<file path="src/rtl/bus_cycle_dtack_gen_if.sv">
// CPU-side bus-cycle signals between the address decoder/CPU (master) and the DTACK/BERR terminator (slave).
// Carries selects, strobes and the registered acknowledge outputs.
interface bus_cycle_dtack_gen_if #(
   parameter int NUM_CH = 4
);
   localparam int CH_W = (NUM_CH > 1) ? $clog2(NUM_CH) : 1;

   logic              AS_b;
   logic [NUM_CH-1:0] CS_b;
   logic              WAIT_b;
   logic              SLOT;
   logic              DTACK_b;
   logic              BERR_b;
   logic              BUSY;
   logic [CH_W-1:0]   ACTIVE_CH;

   modport master (
      output AS_b, CS_b, WAIT_b, SLOT,
      input  DTACK_b, BERR_b, BUSY, ACTIVE_CH
   );

   modport slave (
      input  AS_b, CS_b, WAIT_b, SLOT,
      output DTACK_b, BERR_b, BUSY, ACTIVE_CH
   );
endinterface

</file>
<file path="src/rtl/bus_cycle_dtack_gen.sv">
// 68000 bus-cycle terminator: per-channel wait states, optional video-slot sync, BERR_b on timeout.
// Outputs registered from next state; WAIT_b low stalls the wait count, AS_b high aborts or ends the cycle.
module bus_cycle_dtack_gen #(
   parameter int                       NUM_CH      = 4,
   parameter int                       WAIT_W      = 4,
   parameter logic [NUM_CH*WAIT_W-1:0] WAIT_CYCLES = {4'd3, 4'd1, 4'd0, 4'd0},
   parameter logic [NUM_CH-1:0]        SLOT_MASK   = 4'b0100,
   parameter int                       TIMEOUT     = 64
) (
   input  logic                 MCKR,
   input  logic                 SYSRES_b,
   bus_cycle_dtack_gen_if.slave bus
);
   localparam int              CH_W  = (NUM_CH > 1) ? $clog2(NUM_CH) : 1;
   localparam int              TW    = $clog2(TIMEOUT + 1);
   localparam logic [TW-1:0]   TLAST = TW'(TIMEOUT - 1);

   typedef enum logic [2:0] {
      IDLE,
      COUNT,
      SLOT_WAIT,
      UNMAPPED,
      ACK,
      ERR
   } state_t;

   state_t            state_q, state_d;
   logic [WAIT_W-1:0] cnt_q, cnt_d;
   logic [TW-1:0]     timer_q, timer_d, timer_inc;
   logic [CH_W-1:0]   ch_q, ch_d, ch_sel;
   logic              slot_q;
   logic              slot_rise;
   logic              timeout;
   logic              any_sel;
   logic              dtack_b_q, berr_b_q, busy_q;

   function automatic logic [WAIT_W-1:0] wait_of(input logic [CH_W-1:0] c);
      return WAIT_CYCLES[int'(c)*WAIT_W +: WAIT_W];
   endfunction

   // Lowest-index asserted select has priority.
   always_comb begin
      ch_sel = '0;
      for (int i = NUM_CH - 1; i >= 0; i--) begin
         if (!bus.CS_b[i]) ch_sel = CH_W'(i);
      end
   end

   assign any_sel   = ~&bus.CS_b;
   assign slot_rise = bus.SLOT & ~slot_q;
   assign timeout   = (timer_q == TLAST);
   assign timer_inc = (&timer_q) ? timer_q : timer_q + TW'(1);

   always_comb begin
      state_d = state_q;
      cnt_d   = cnt_q;
      timer_d = timer_q;
      ch_d    = ch_q;
      case (state_q)
         IDLE: begin
            if (!bus.AS_b) begin
               timer_d = '0;
               if (any_sel) begin
                  ch_d    = ch_sel;
                  cnt_d   = wait_of(ch_sel);
                  state_d = COUNT;
               end else begin
                  state_d = UNMAPPED;
               end
            end
         end
         COUNT: begin
            timer_d = timer_inc;
            // Completion beats a coinciding timeout; a pending slot wait does not.
            if (bus.AS_b) begin
               state_d = IDLE;
            end else if (bus.WAIT_b && (cnt_q == '0) && !SLOT_MASK[ch_q]) begin
               state_d = ACK;
            end else if (timeout) begin
               state_d = ERR;
            end else if (bus.WAIT_b) begin
               if (cnt_q != '0) cnt_d = cnt_q - WAIT_W'(1);
               else             state_d = SLOT_WAIT;
            end
         end
         SLOT_WAIT: begin
            timer_d = timer_inc;
            if (bus.AS_b)      state_d = IDLE;
            else if (slot_rise) state_d = ACK;
            else if (timeout)   state_d = ERR;
         end
         UNMAPPED: begin
            timer_d = timer_inc;
            if (bus.AS_b)     state_d = IDLE;
            else if (timeout) state_d = ERR;
         end
         ACK, ERR: begin
            if (bus.AS_b) state_d = IDLE;
         end
         default: state_d = IDLE;
      endcase
   end

   always_ff @(posedge MCKR) begin
      if (!SYSRES_b) begin
         state_q   <= IDLE;
         cnt_q     <= '0;
         timer_q   <= '0;
         ch_q      <= '0;
         slot_q    <= 1'b1;
         dtack_b_q <= 1'b1;
         berr_b_q  <= 1'b1;
         busy_q    <= 1'b0;
      end else begin
         state_q   <= state_d;
         cnt_q     <= cnt_d;
         timer_q   <= timer_d;
         ch_q      <= ch_d;
         slot_q    <= bus.SLOT;
         dtack_b_q <= (state_d != ACK);
         berr_b_q  <= (state_d != ERR);
         busy_q    <= (state_d != IDLE);
      end
   end

   assign bus.DTACK_b   = dtack_b_q;
   assign bus.BERR_b    = berr_b_q;
   assign bus.BUSY      = busy_q;
   assign bus.ACTIVE_CH = ch_q;
endmodule

</file>
<file path="src/flat_wrapper.sv">
// flat-port wrapper written by rule: the top's interface ports become plain ports
module bus_cycle_dtack_gen_flat 
#(
   parameter int                       NUM_CH      = 4,
   parameter int                       WAIT_W      = 4,
   parameter logic [NUM_CH*WAIT_W-1:0] WAIT_CYCLES = {4'd3, 4'd1, 4'd0, 4'd0},
   parameter logic [NUM_CH-1:0]        SLOT_MASK   = 4'b0100,
   parameter int                       TIMEOUT     = 64
)
  (MCKR, SYSRES_b, bus_AS_b, bus_CS_b, bus_WAIT_b, bus_SLOT, bus_DTACK_b, bus_BERR_b, bus_BUSY, bus_ACTIVE_CH);
  bus_cycle_dtack_gen_if #(.NUM_CH(NUM_CH)) bus_i ();
  input  logic MCKR;
  input  logic SYSRES_b;
  input wire logic [$bits(bus_i.AS_b)-1:0] bus_AS_b;
  input wire logic [$bits(bus_i.CS_b)-1:0] bus_CS_b;
  input wire logic [$bits(bus_i.WAIT_b)-1:0] bus_WAIT_b;
  input wire logic [$bits(bus_i.SLOT)-1:0] bus_SLOT;
  output wire logic [$bits(bus_i.DTACK_b)-1:0] bus_DTACK_b;
  output wire logic [$bits(bus_i.BERR_b)-1:0] bus_BERR_b;
  output wire logic [$bits(bus_i.BUSY)-1:0] bus_BUSY;
  output wire logic [$bits(bus_i.ACTIVE_CH)-1:0] bus_ACTIVE_CH;
  assign bus_i.AS_b = bus_AS_b;
  assign bus_i.CS_b = bus_CS_b;
  assign bus_i.WAIT_b = bus_WAIT_b;
  assign bus_i.SLOT = bus_SLOT;
  assign bus_DTACK_b = bus_i.DTACK_b;
  assign bus_BERR_b = bus_i.BERR_b;
  assign bus_BUSY = bus_i.BUSY;
  assign bus_ACTIVE_CH = bus_i.ACTIVE_CH;
  bus_cycle_dtack_gen #(.NUM_CH(NUM_CH), .WAIT_W(WAIT_W), .WAIT_CYCLES(WAIT_CYCLES), .SLOT_MASK(SLOT_MASK), .TIMEOUT(TIMEOUT)) u_core (.MCKR(MCKR), .SYSRES_b(SYSRES_b), .bus(bus_i));
endmodule
</file>
<file path="config.mk">
export PLATFORM = sky130hd
export DESIGN_NAME = bus_cycle_dtack_gen_flat
export DESIGN_NICKNAME = d
export VERILOG_FILES = /design/src/rtl/bus_cycle_dtack_gen_if.sv /design/src/rtl/bus_cycle_dtack_gen.sv /design/src/flat_wrapper.sv
export SDC_FILE = /design/constraint.sdc
export NUM_CORES = 1
export LEC_CHECK = 0
export CORE_ASPECT_RATIO = 1.2
export CORE_MARGIN = 2
export CORE_UTILIZATION = 40
export DETAILED_ROUTE_END_ITERATION = 16
export SETUP_SLACK_MARGIN = 0.3
export SYNTH_ARGS = -nofsm -noshare
export SYNTH_HDL_FRONTEND = slang
export SYNTH_SLANG_ARGS = --single-unit
</file>
<file path="constraint.sdc">
create_clock -name MCKR -period 2.4 [get_ports MCKR]
set_input_delay 0.24 -clock MCKR [delete_from_list [all_inputs] [get_ports MCKR]]
set_output_delay 0.24 -clock MCKR [all_outputs]
set_load 0.03 [all_outputs]
</file>
After elaboration in Yosys (flattened, before gate mapping)

Cells that the tools add are included.

Register bits after elaboration: 20
Latch bits: 0
Bits in writable memories: 0
Bits in read-only memories: 0
Input port bits: 9
Output and inout bits: 5
Word-level logic and storage cells: 78
Memories: 0

Add/subtract/negate cells: 2
Multiply operators: 0
Divide/modulo/power cells: 0
Order comparisons: 1
Eq/ne operators: 16
Shift-type cells: 1
Multiplexer cells: 30
Bitwise logic cells: 4
Reductions and logical operators: 16

Operators by type and width:

| cell                    | number |
|---|---|
| $mux 3                  | 11 |
| $mux 4                  | 7 |
| $shiftx 16x5->4 const A | 1 |
| $pmux 3 s5              | 1 |
| $mux 7                  | 2 |
| $ne 2x2->1 const B      | 7 |
| $pmux 7 s2              | 1 |
| $mux 2                  | 5 |
| $pmux 4 s2              | 1 |
| $reduce_and 8->1        | 1 |
| $add 7x1->7 const B     | 1 |
| $eq 7x6->1 const B      | 1 |
| $reduce_and 7->1        | 1 |
| $eq 3x2->1 const B      | 2 |
| $eq 3x3->1 const B      | 2 |
| $ne 3x3->1 const B      | 2 |
| $reduce_and 3->1        | 2 |
| $logic_not 4->1         | 1 |
| $reduce_and 4->1        | 1 |
| $reduce_bool 2->1       | 2 |
| $reduce_bool 4->1       | 1 |
| $sub 4x1->4 const B     | 1 |
| $eq 3x1->1 const B      | 1 |
| $logic_not 3->1         | 1 |
| other kinds (11)        | 14 |

Logic depth before layout (Yosys ltp)

Depth in word-level cells: 8
Gate-level depth with buffers: 6
Gate-level depth less buffers: 6

Worst setup path after synthesis

Ideal clock, no wire load.

Path type: register -> register
Start: register u_core.timer_q[0]
End: register u_core.timer_q[5]
Setup time: 0.121 ns
Data arrival time: 1.463 ns
Required time: 2.279 ns
Slack: 0.816 ns
Stages on the path, launching flop included: 6
Buffers on the path: 0
Path through: dfxtp_1 ha_1 nand4_1 o311ai_1 a21oi_1 mux2_2

Word-level cells in the longest chain between the ends: 3

RTL lines:

| element                                         | line                       | RTL |
|---|---|---|
| start: declaration                              | bus_cycle_dtack_gen.sv:29  | `logic [TW-1:0] timer_q, timer_d, timer_inc;` |
| start signal: assignment                        | bus_cycle_dtack_gen.sv:117 | `timer_q <= timer_d;` |
| $add 7x1->7 or $reduce_and 7->1 (tied branches) | bus_cycle_dtack_gen.sv:52  | `assign timer_inc = (&timer_q) ? timer_q : timer_q + TW'(1);` |
| $mux 7 or $ne 2x2->1 (tied branches)            | --                         |  |
| $pmux 7 s2 or $reduce_and 3->1 (tied branches)  | --                         |  |

Parallel ways exist; a longest one is shown, timed or not. The select of a mux whose other input is x is not followed.
A chain may end at the register's enable or synchronous reset.

Worst setup path after layout

Ends and elaborated chain as after synthesis.

==> flow_summary.ini <==
[synth]
yosys.area.top_type = dfxtp_1
synth.most_common_cell = dfxtp_1
synthFlopType = dfxtp_1
syn_nets = 151
yosysWarnings = 0
ys_seq_elements = 20
synthArstFlopShare_pct = 0
yosys-top-cells-count = dfxtp_1, a21oi_1, nand2_1
netlist_area_sq_mm = 0.00117
synth_area_leaders = dfxtp_1, a21oi_1, nand2_1
synth_top_area_share_pct = 34.2
synth_edf_count = 0
ys_seq_area_share_pct = 34.2
avgSynthCellArea_sq_um = 8.36
syn_inst = 140
ys_types = 48

[grt]
grt_pass1_wl_um = 4260
grt_pass1_vias = 999
antenna_found_initial = 0
grt-ovfl-total = 0
grt_busiest_layer = met2
grt_max_degree = 14
track_usage_pct = 16.9
grt_use_met1_pct = 19.8
met3_usage_pct = 3.08
grt_use_met2_pct = 28.7

[cells_and_area]
fill_cells = 288
drive_gt1_share_pct = 9.09
multi_input_area_sq_um = 709
antenna_cells = 0
fin_nets = 166
synthToLayoutAreaGrowth_pct = 18.6
regArea_sq_um = 400

[clock_tree]
cts_tree = yes
cts_buffers = 3
ctsResizeCount = 0
path_clk_slew_ns = 0.12
root_buffer = clkbuf_4
clock_sinks = 20
clk_latency_ns = 0.30
htree_levels = 1
cts_buffer_depth = 2
postCtsHoldBufs = 0
post_cts_buffers = 0

[setup_path]
crit_path_start_kind = flip-flop
arrival_ns = 2.07
end_kind = flip-flop
path_max_fanout = 6
criticalPathCategory = reg2reg
required_ns = 2.60

[routing]
vias = 1093
viasPerCell = 5.81
drcViolationCount = 0
wl_um = 2530
first_iter_violations = 21
ant_nets = 0
dr.pass1.iters = 4
wl_per_cell_um = 13.4

[pwr]
vdd_drop_max_v = 0.000319
power.density_mw_per_mm2 = 568
leakagePower_uw = 0.000523

[placed_design]
globalplace.congestion = 0.816
place_ws_ns = 0.349
dp_hpwl_um = 1990
io_buffers = 13

[sta]
fin_crit_ns = 1.87
finalMaxSlewViolations = 0
hold_viol = 0
setup_ws_ns = 0.530
max-slew-margin-rel_pct = 60.7
tightest_slew_ns = 0.584
finalSetupTns_ns = 0
fmax_mhz = 535
period_share_pct = 77.9
whs_ns = 0.495
finalSetupViolCount = 0
clock_skew_ns = 0.00937
rsz0062_at_grt = false

[status]
outcome = finished clean

[floorplan]
floorplan.initialDensity_pct = 42.0
pin_count = 14
die_w_um = 53.4
die-area_sq_mm = 0.00338
row_count = 21
fp.dieH_um = 63.2
core_sq_mm = 0.00279

[flow_run]
cap_viol_max_count = 0

[worst_hold_path]
min_path_type = reg2reg
## stage by stage
step / cells / power [uW] / instance area (sq um) / util [%]
after floorplan: 140 / 473 / 1170 / -
after global placement: 184 / 521 / 1340 / 47.9
after detailed placement: 184 / 524 / 1340 / 47.9
after CTS: 188 / 798 / 1390 / 49.8
after global routing: 188 / 831 / 1390 / 49.8
final: 188 / 788 / 1390 / 49.8
## worst max-delay path, stage by stage, from the launching register on
cell	delay [ns]
dfxtp_1	0.39
ha_1	0.22
nand4_1	0.27
o311ai_1	0.48
a21oi_1	0.13
mux2_2	0.28
## cell type report
type                            instances  area share (%)
Clock buffer                            3            1.62
Clock inverter                          1            2.16
Inverter                               10            2.71
Multi-Input combinational cell        105            51.1
Sequential cell                        20            28.9
Tap cell                               34            3.07
Timing Repair Buffer                   15            10.5
## sequential cells by signal, indices dropped and copies added, names as in the netlist
| signal | flops |
|---|---|
| u_core.slot_q | 1 |
| u_core.cnt_q | 4 |
| u_core.state_q | 3 |
| u_core.bus.ACTIVE_CH | 2 |
| u_core.bus.DTACK_b | 1 |
| u_core.bus.BUSY | 1 |
| u_core.bus.BERR_b | 1 |
| u_core.timer_q | 7 |
## layer usage
metal	routed length (um)	share of wire, %	vias up
met3	48	1.9	4
met1	1170	46	518
met5	0	0	-
met4	42	1.7	0
met2	1260	50	15
li1	-	-	556
## worst paths after layout
path                       endpoint              start  depth (start not counted)  slack (ns)
setup / recovery  u_core.timer_q[5]  u_core.timer_q[0]                          5        0.53
setup reg to reg  u_core.timer_q[5]  u_core.timer_q[0]                          5        0.53
hold / removal      u_core.cnt_q[1]    u_core.cnt_q[1]                          2        0.50
hold reg to reg     u_core.cnt_q[1]    u_core.cnt_q[1]                          2        0.50
## logic make-up (layout without fill, tap and decap cells)
family	after synthesis	in the layout	synth area share [%]
AO/OA/AOI/OAI	45	45	27.0
buffers and inverters	15	29	5.13
XOR/XNOR	1	1	0.749
adder cells (fa/ha/maj)	2	2	2.14
AND/OR/NAND/NOR	52	52	26.4
flip-flops	20	20	34.2
multiplexers	5	5	4.39
## placed cells by master (no fill, tap or decap), types with 2 or more instances in the layout
master            n
a211oi_1          2
a21boi_0          2
a21oi_1          12
a31oi_1           2
and3_1            3
buf_4             2
clkbuf_4          3
clkdlybuf4s50_1  13
dfxtp_1          20
ha_1              2
inv_1            10
mux2i_1           4
nand2_1          12
nand2b_1          5
nand3_1           7
nand4_1           4
nor2_1            7
o2111ai_1         4
o211ai_1          5
o21a_1            2
o21ai_0           3
o22ai_1           2
## power by group
group          internal [uW]  switching (uW)  leakage [uW]
sequential               347            15.8      0.000163
combinational           72.5            80.8      0.000332
clock                    169             103     0.0000279
(Power assumes the default switching activity.)
